--- config.mk ---
export PLATFORM = sky130hd
export DESIGN_NAME = prog_loader
export DESIGN_NICKNAME = d
export VERILOG_FILES = /design/src/rtl/prog_loader.sv
export SDC_FILE = /design/constraint.sdc
export NUM_CORES = 1
export LEC_CHECK = 0
export ABC_AREA = 1
export BUFFER_PORTS_ARGS = -buffer_cell sky130_fd_sc_hd__buf_2
export CORE_MARGIN = 10
export CORE_UTILIZATION = 55
export CTS_BUF_LIST = sky130_fd_sc_hd__clkbuf_4
export CTS_CLUSTER_SIZE = 20
export DETAILED_ROUTE_END_ITERATION = 12
export GPL_TIMING_DRIVEN = 0
export PLACE_DENSITY = 0.75
export SETUP_SLACK_MARGIN = 0.02
export SLEW_MARGIN = 20
export SYNTH_ARGS = -nofsm -noshare
export SYNTH_HDL_FRONTEND = slang
export SYNTH_SLANG_ARGS = --single-unit
export TNS_END_PERCENT = 1
--- constraint.sdc ---
create_clock -name clk -period 4.24 [get_ports clk]
set_clock_uncertainty 0.2 [all_clocks]
set_input_delay 1.272 -clock clk [delete_from_list [all_inputs] [get_ports clk]]
set_output_delay 1.272 -clock clk [all_outputs]
set_load 0.05 [all_outputs]
--- src/rtl/prog_loader.sv ---
// prog_loader
// Byte-stream program loader. Accepts a framed program image over a
// valid/ready byte stream and writes the payload into the 4096x8 program
// memory starting at BASE_ADDR. The CPU is held in reset while a frame is
// in progress, and sticky status flags report the outcome.
//
// Frame: SYNC_BYTE, LEN_HI, LEN_LO, LEN data bytes, CSUM (mod-256 data sum)
//
// Ports:
//   clk        system clock, rising edge
//   rst        asynchronous active-high reset
//   in_data    stream byte
//   in_valid   in_data valid this cycle
//   in_ready   loader can accept a byte (always 1 out of reset)
//   mem_addr   memory write address (holds when mem_we=0)
//   mem_wdata  memory write data (holds when mem_we=0)
//   mem_we     one-cycle write strobe per data byte
//   cpu_hold   CPU held in reset while a frame is in progress
//   load_done  sticky: last frame completed with good checksum
//   load_err   sticky: last frame rejected (bad length or checksum)
module prog_loader #(
  parameter logic [11:0] BASE_ADDR = 12'h200,
  parameter logic [7:0]  SYNC_BYTE = 8'h4C
) (
  input  logic        clk,
  input  logic        rst,
  input  logic [7:0]  in_data,
  input  logic        in_valid,
  output logic        in_ready,
  output logic [11:0] mem_addr,
  output logic [7:0]  mem_wdata,
  output logic        mem_we,
  output logic        cpu_hold,
  output logic        load_done,
  output logic        load_err
);

  typedef enum logic [2:0] {
    IDLE,
    LEN_HI,
    LEN_LO,
    DATA,
    CSUM
  } state_t;

  // Largest payload that fits between BASE_ADDR and the top of memory.
  localparam logic [16:0] MAX_LEN = 17'h1000 - {5'd0, BASE_ADDR};

  state_t      state_q, state_d;
  logic [7:0]  lenHi_q, lenHi_d;
  logic [12:0] cnt_q, cnt_d;
  logic [11:0] ptr_q, ptr_d;
  logic [7:0]  csum_q, csum_d;
  logic [11:0] memAddr_q, memAddr_d;
  logic [7:0]  memWdata_q, memWdata_d;
  logic        memWe_q, memWe_d;
  logic        cpuHold_q, cpuHold_d;
  logic        loadDone_q, loadDone_d;
  logic        loadErr_q, loadErr_d;

  logic        accept;
  logic [15:0] lenFull;
  logic        lenBad;

  // The loader never stalls; it is only unready while reset is held.
  assign in_ready = ~rst;
  assign accept   = in_valid & in_ready;

  // Length is complete once the low byte arrives on the stream.
  assign lenFull = {lenHi_q, in_data};
  assign lenBad  = (lenFull == 16'd0) || ({1'b0, lenFull} > MAX_LEN);

  // State and datapath registers; reset aborts any frame immediately.
  always_ff @(posedge clk or posedge rst) begin
    if (rst) begin
      state_q    <= IDLE;
      lenHi_q    <= 8'd0;
      cnt_q      <= 13'd0;
      ptr_q      <= 12'd0;
      csum_q     <= 8'd0;
      memAddr_q  <= 12'd0;
      memWdata_q <= 8'd0;
      memWe_q    <= 1'b0;
      cpuHold_q  <= 1'b0;
      loadDone_q <= 1'b0;
      loadErr_q  <= 1'b0;
    end else begin
      state_q    <= state_d;
      lenHi_q    <= lenHi_d;
      cnt_q      <= cnt_d;
      ptr_q      <= ptr_d;
      csum_q     <= csum_d;
      memAddr_q  <= memAddr_d;
      memWdata_q <= memWdata_d;
      memWe_q    <= memWe_d;
      cpuHold_q  <= cpuHold_d;
      loadDone_q <= loadDone_d;
      loadErr_q  <= loadErr_d;
    end
  end

  // Next-state logic: the FSM only moves on an accepted byte.
  always_comb begin
    state_d = state_q;
    if (accept) begin
      unique case (state_q)
        IDLE:    if (in_data == SYNC_BYTE) state_d = LEN_HI;
        LEN_HI:  state_d = LEN_LO;
        LEN_LO:  state_d = lenBad ? IDLE : DATA;
        DATA:    if (cnt_q == 13'd1) state_d = CSUM;
        CSUM:    state_d = IDLE;
        default: state_d = IDLE;
      endcase
    end
  end

  // Output and datapath next values. Write address/data hold between
  // strobes, so they are only updated when a data byte is accepted.
  always_comb begin
    lenHi_d    = lenHi_q;
    cnt_d      = cnt_q;
    ptr_d      = ptr_q;
    csum_d     = csum_q;
    memAddr_d  = memAddr_q;
    memWdata_d = memWdata_q;
    memWe_d    = 1'b0;
    cpuHold_d  = cpuHold_q;
    loadDone_d = loadDone_q;
    loadErr_d  = loadErr_q;
    if (accept) begin
      unique case (state_q)
        IDLE: begin
          if (in_data == SYNC_BYTE) begin
            cpuHold_d  = 1'b1;
            loadDone_d = 1'b0;
            loadErr_d  = 1'b0;
            csum_d     = 8'd0;
          end
        end
        LEN_HI: lenHi_d = in_data;
        LEN_LO: begin
          if (lenBad) begin
            loadErr_d = 1'b1;
            cpuHold_d = 1'b0;
          end else begin
            ptr_d = BASE_ADDR;
            cnt_d = lenFull[12:0];
          end
        end
        DATA: begin
          memWe_d    = 1'b1;
          memAddr_d  = ptr_q;
          memWdata_d = in_data;
          csum_d     = csum_q + in_data;
          ptr_d      = ptr_q + 12'd1;
          cnt_d      = cnt_q - 13'd1;
        end
        CSUM: begin
          if (in_data == csum_q) loadDone_d = 1'b1;
          else                   loadErr_d  = 1'b1;
          cpuHold_d = 1'b0;
        end
        default: ;
      endcase
    end
  end

  assign mem_addr  = memAddr_q;
  assign mem_wdata = memWdata_q;
  assign mem_we    = memWe_q;
  assign cpu_hold  = cpuHold_q;
  assign load_done = loadDone_q;
  assign load_err  = loadErr_q;

endmodule

==> metrics.csv <==
metric,value,unit
status,"complete, no violations",
port_buffers,35,
cap_viol_max_count,0,
finalCritPeriodShare,84.1,%
dp.cells,636,
clk_pin_slew,0.13,ns
clock-sinks,68,
grt_start_max_net_pins,34,
synth_top_area_cell,dfrtp_1,
cts_resized,0,
crit_arrival,2.10,ns
die_area,10700,µm²
root_buffer,clkbuf_4,
track_usage,19.6,%
vdd_drop_max,606,µV
finalSetupViolCount,0,
grt_setup_unrepaired,false,
cp_slowest_cell,clkinvlp_4,
ys_warn_count,0,
row_count,30,
vias,3605,
ys_seq_area_share,44.7,%
regToRegSetupSlack,2.25,ns
hp-class,flop to flop,
cts_buffers,9,
core_area,6760,µm²
slew_viol_final,0,
die_w,103,µm
finalNetCount,589,
holdCritStartpoint,mem_addr[2]$_DFFE_PP0P_,
slew_headroom,66.9,%
start_util,56.4,%
ios,36,
worst_ep_required_time,2.77,ns
final_common_cell,nand2_1,
path_cells,buf_2 -> clkinvlp_4 -> buf_2,
cts_tree,yes,
cpMostUsedCell,buf_2,
grt_pass1_vias,3506,
p_per_area,647,nW/µm²
dr.pass1.iters,5,
max_stage_delay,0.36,ns
synth_area_leaders,"dfrtp_1 (45%), nand2_1 (17%), nand3_1 (8.7%)",
tns,0,ns
syn_area,3810,µm²
layout.cells.non_filler,652,
ant_nets,0,
worst_r2r_endpoint,mem_addr[3]$_DFFE_PP0P_,
period_minus_slack,3.57,ns
netlist_instances,519,
finalHoldViolations,0,
clk_path_buf_depth,2,
htreeDepth,3,
max_freq,280,MHz
r2r-start,state_q[2]$_DFFE_PP0P_,
postCtsSetupBuffers,0,
critPathKind,input port to output port,
synth-seq-cells,68,
drt-initial-drc-count,217,
synth.top_cell.area_share,44.7,%
grt_pass1_wl,16.4,mm
cp_max_fo,17,
die_y,103,µm
wl_per_cell,15.0,µm
dp_hpwl,7.22,mm
grt_antenna_before_repair,0,
worstRegToRegCells,8,
synth.distinct_cells,36,
vias_per_cell,5.53,
gr-total-overflow,0,
drc,0,
syn_nets,541,
place_congestion,0.921,
routed_wl,9.79,mm
clk_latency,0.41,ns
worst_pin_slew,0.496,ns
power_leakage,2.25,nW
holdPathEnd,mem_addr[2]$_DFFE_PP0P_,
cp-start-kind,input port,
num_antenna_cells,0,
worst_hold_path.num_cells,2,
syn_avg_cell_area,7.34,µm²
layout_common_cells,"nand2_1 (171), dfrtp_1 (68), nand3_1 (66)",
cts_hold_buf,0,
drive_gt1_share,13.1,%
endpoint_kind,output port,
syn2layout_area_growth,11.6,%
==> power breakdown <==
part	internal, mW	switching, mW	leakage (nW)	total (mW)
logic	0.399	0.892	1.30	1.29
clock network	0.126	0.244	0.0600	0.370
registers	0.882	0.208	0.886	1.09
==> flip-flops by register name, summed over array words and instances (netlist names) <==
signal,flops
mem_wdata,8
ptr_q,12
mem_we,1
load_err,1
state_q,3
lenHi_q,8
mem_addr,12
cpu_hold,1
csum_q,8
cnt_q,13
load_done,1
==> logic make-up after synthesis <==
| logic type | share of synthesized area (%) |
|---|---|
| buffers and inverters | 7.32 |
| and+or+nand+nor | 34.9 |
| DFF | 44.7 |
| adders and majority gates | 3.81 |
| xor gates and xnor gates | 0.460 |
| AOI/OAI and AO/OA | 8.87 |
==> layer usage <==
layer / GRT usage, % / routed length, µm
met2: 32.0 / 4680
met1: 25.9 / 4520
met5: 0 / 0
met3: 4.32 / 487
met4: 4.60 / 105
==> critical path, delay by kind of cell <==
kind,cells,cell delay [ns]
buffers and inverters,3,0.82
==> synth_stat cells, drive strengths merged <==
library cell  number
a31oi              2
nand4              9
nor3               9
o22ai              3
a21oi             11
dfrtp             68
ha                10
nor2              41
nand2            173
nand3             67
xnor2              1
fa                 1
or2                5
buf               10
clkbuf             5
o21ai             42
nor3b              1
nand3b             1
inv               54
xor2               1
o21bai             2
o21a               1
a21o               2
==> stage by stage <==
stage	cell area, µm²	setup WS, ns	hold WS [ns]	util, %	power [mW]
finish	4250	0.672	0.281	62.9	2.75
floorplan	3810	0.438	0.246	-	2.06
CTS	4250	0.608	0.285	62.9	2.76
detailed placement	4140	0.622	0.253	61.2	2.39
global placement	4090	-0.492	0.251	60.5	2.34
global route	4250	0.559	0.306	62.9	2.99
==> worst max-delay path by stage <==
stage | end | startpoint | cells past startpoint | slack [ns]
5_1_grt | in_ready | rst | 3 | 0.56
6_report | in_ready | rst | 3 | 0.67
4_1_cts | in_ready | rst | 3 | 0.61
3_5_place_dp | in_ready | rst | 3 | 0.62
3_3_place_gp | in_ready | rst | 3 | -0.49
2_1_floorplan | lenHi_q[0]$_DFFE_PP0P_ | rst | 6 | 0.44
==> final cells by class <==
class / instances / area, µm²
Buffer: 15 / 76.3
Multi-Input combinational cell: 382 / 1830
Clock buffer: 10 / 75.1
Tap cell: 80 / 100
Inverter: 54 / 206
Timing Repair Buffer: 37 / 223
Fill cell: 628 / 2500
Sequential cell: 68 / 1700
Clock inverter: 6 / 41.3
(Power assumes the default switching activity.)
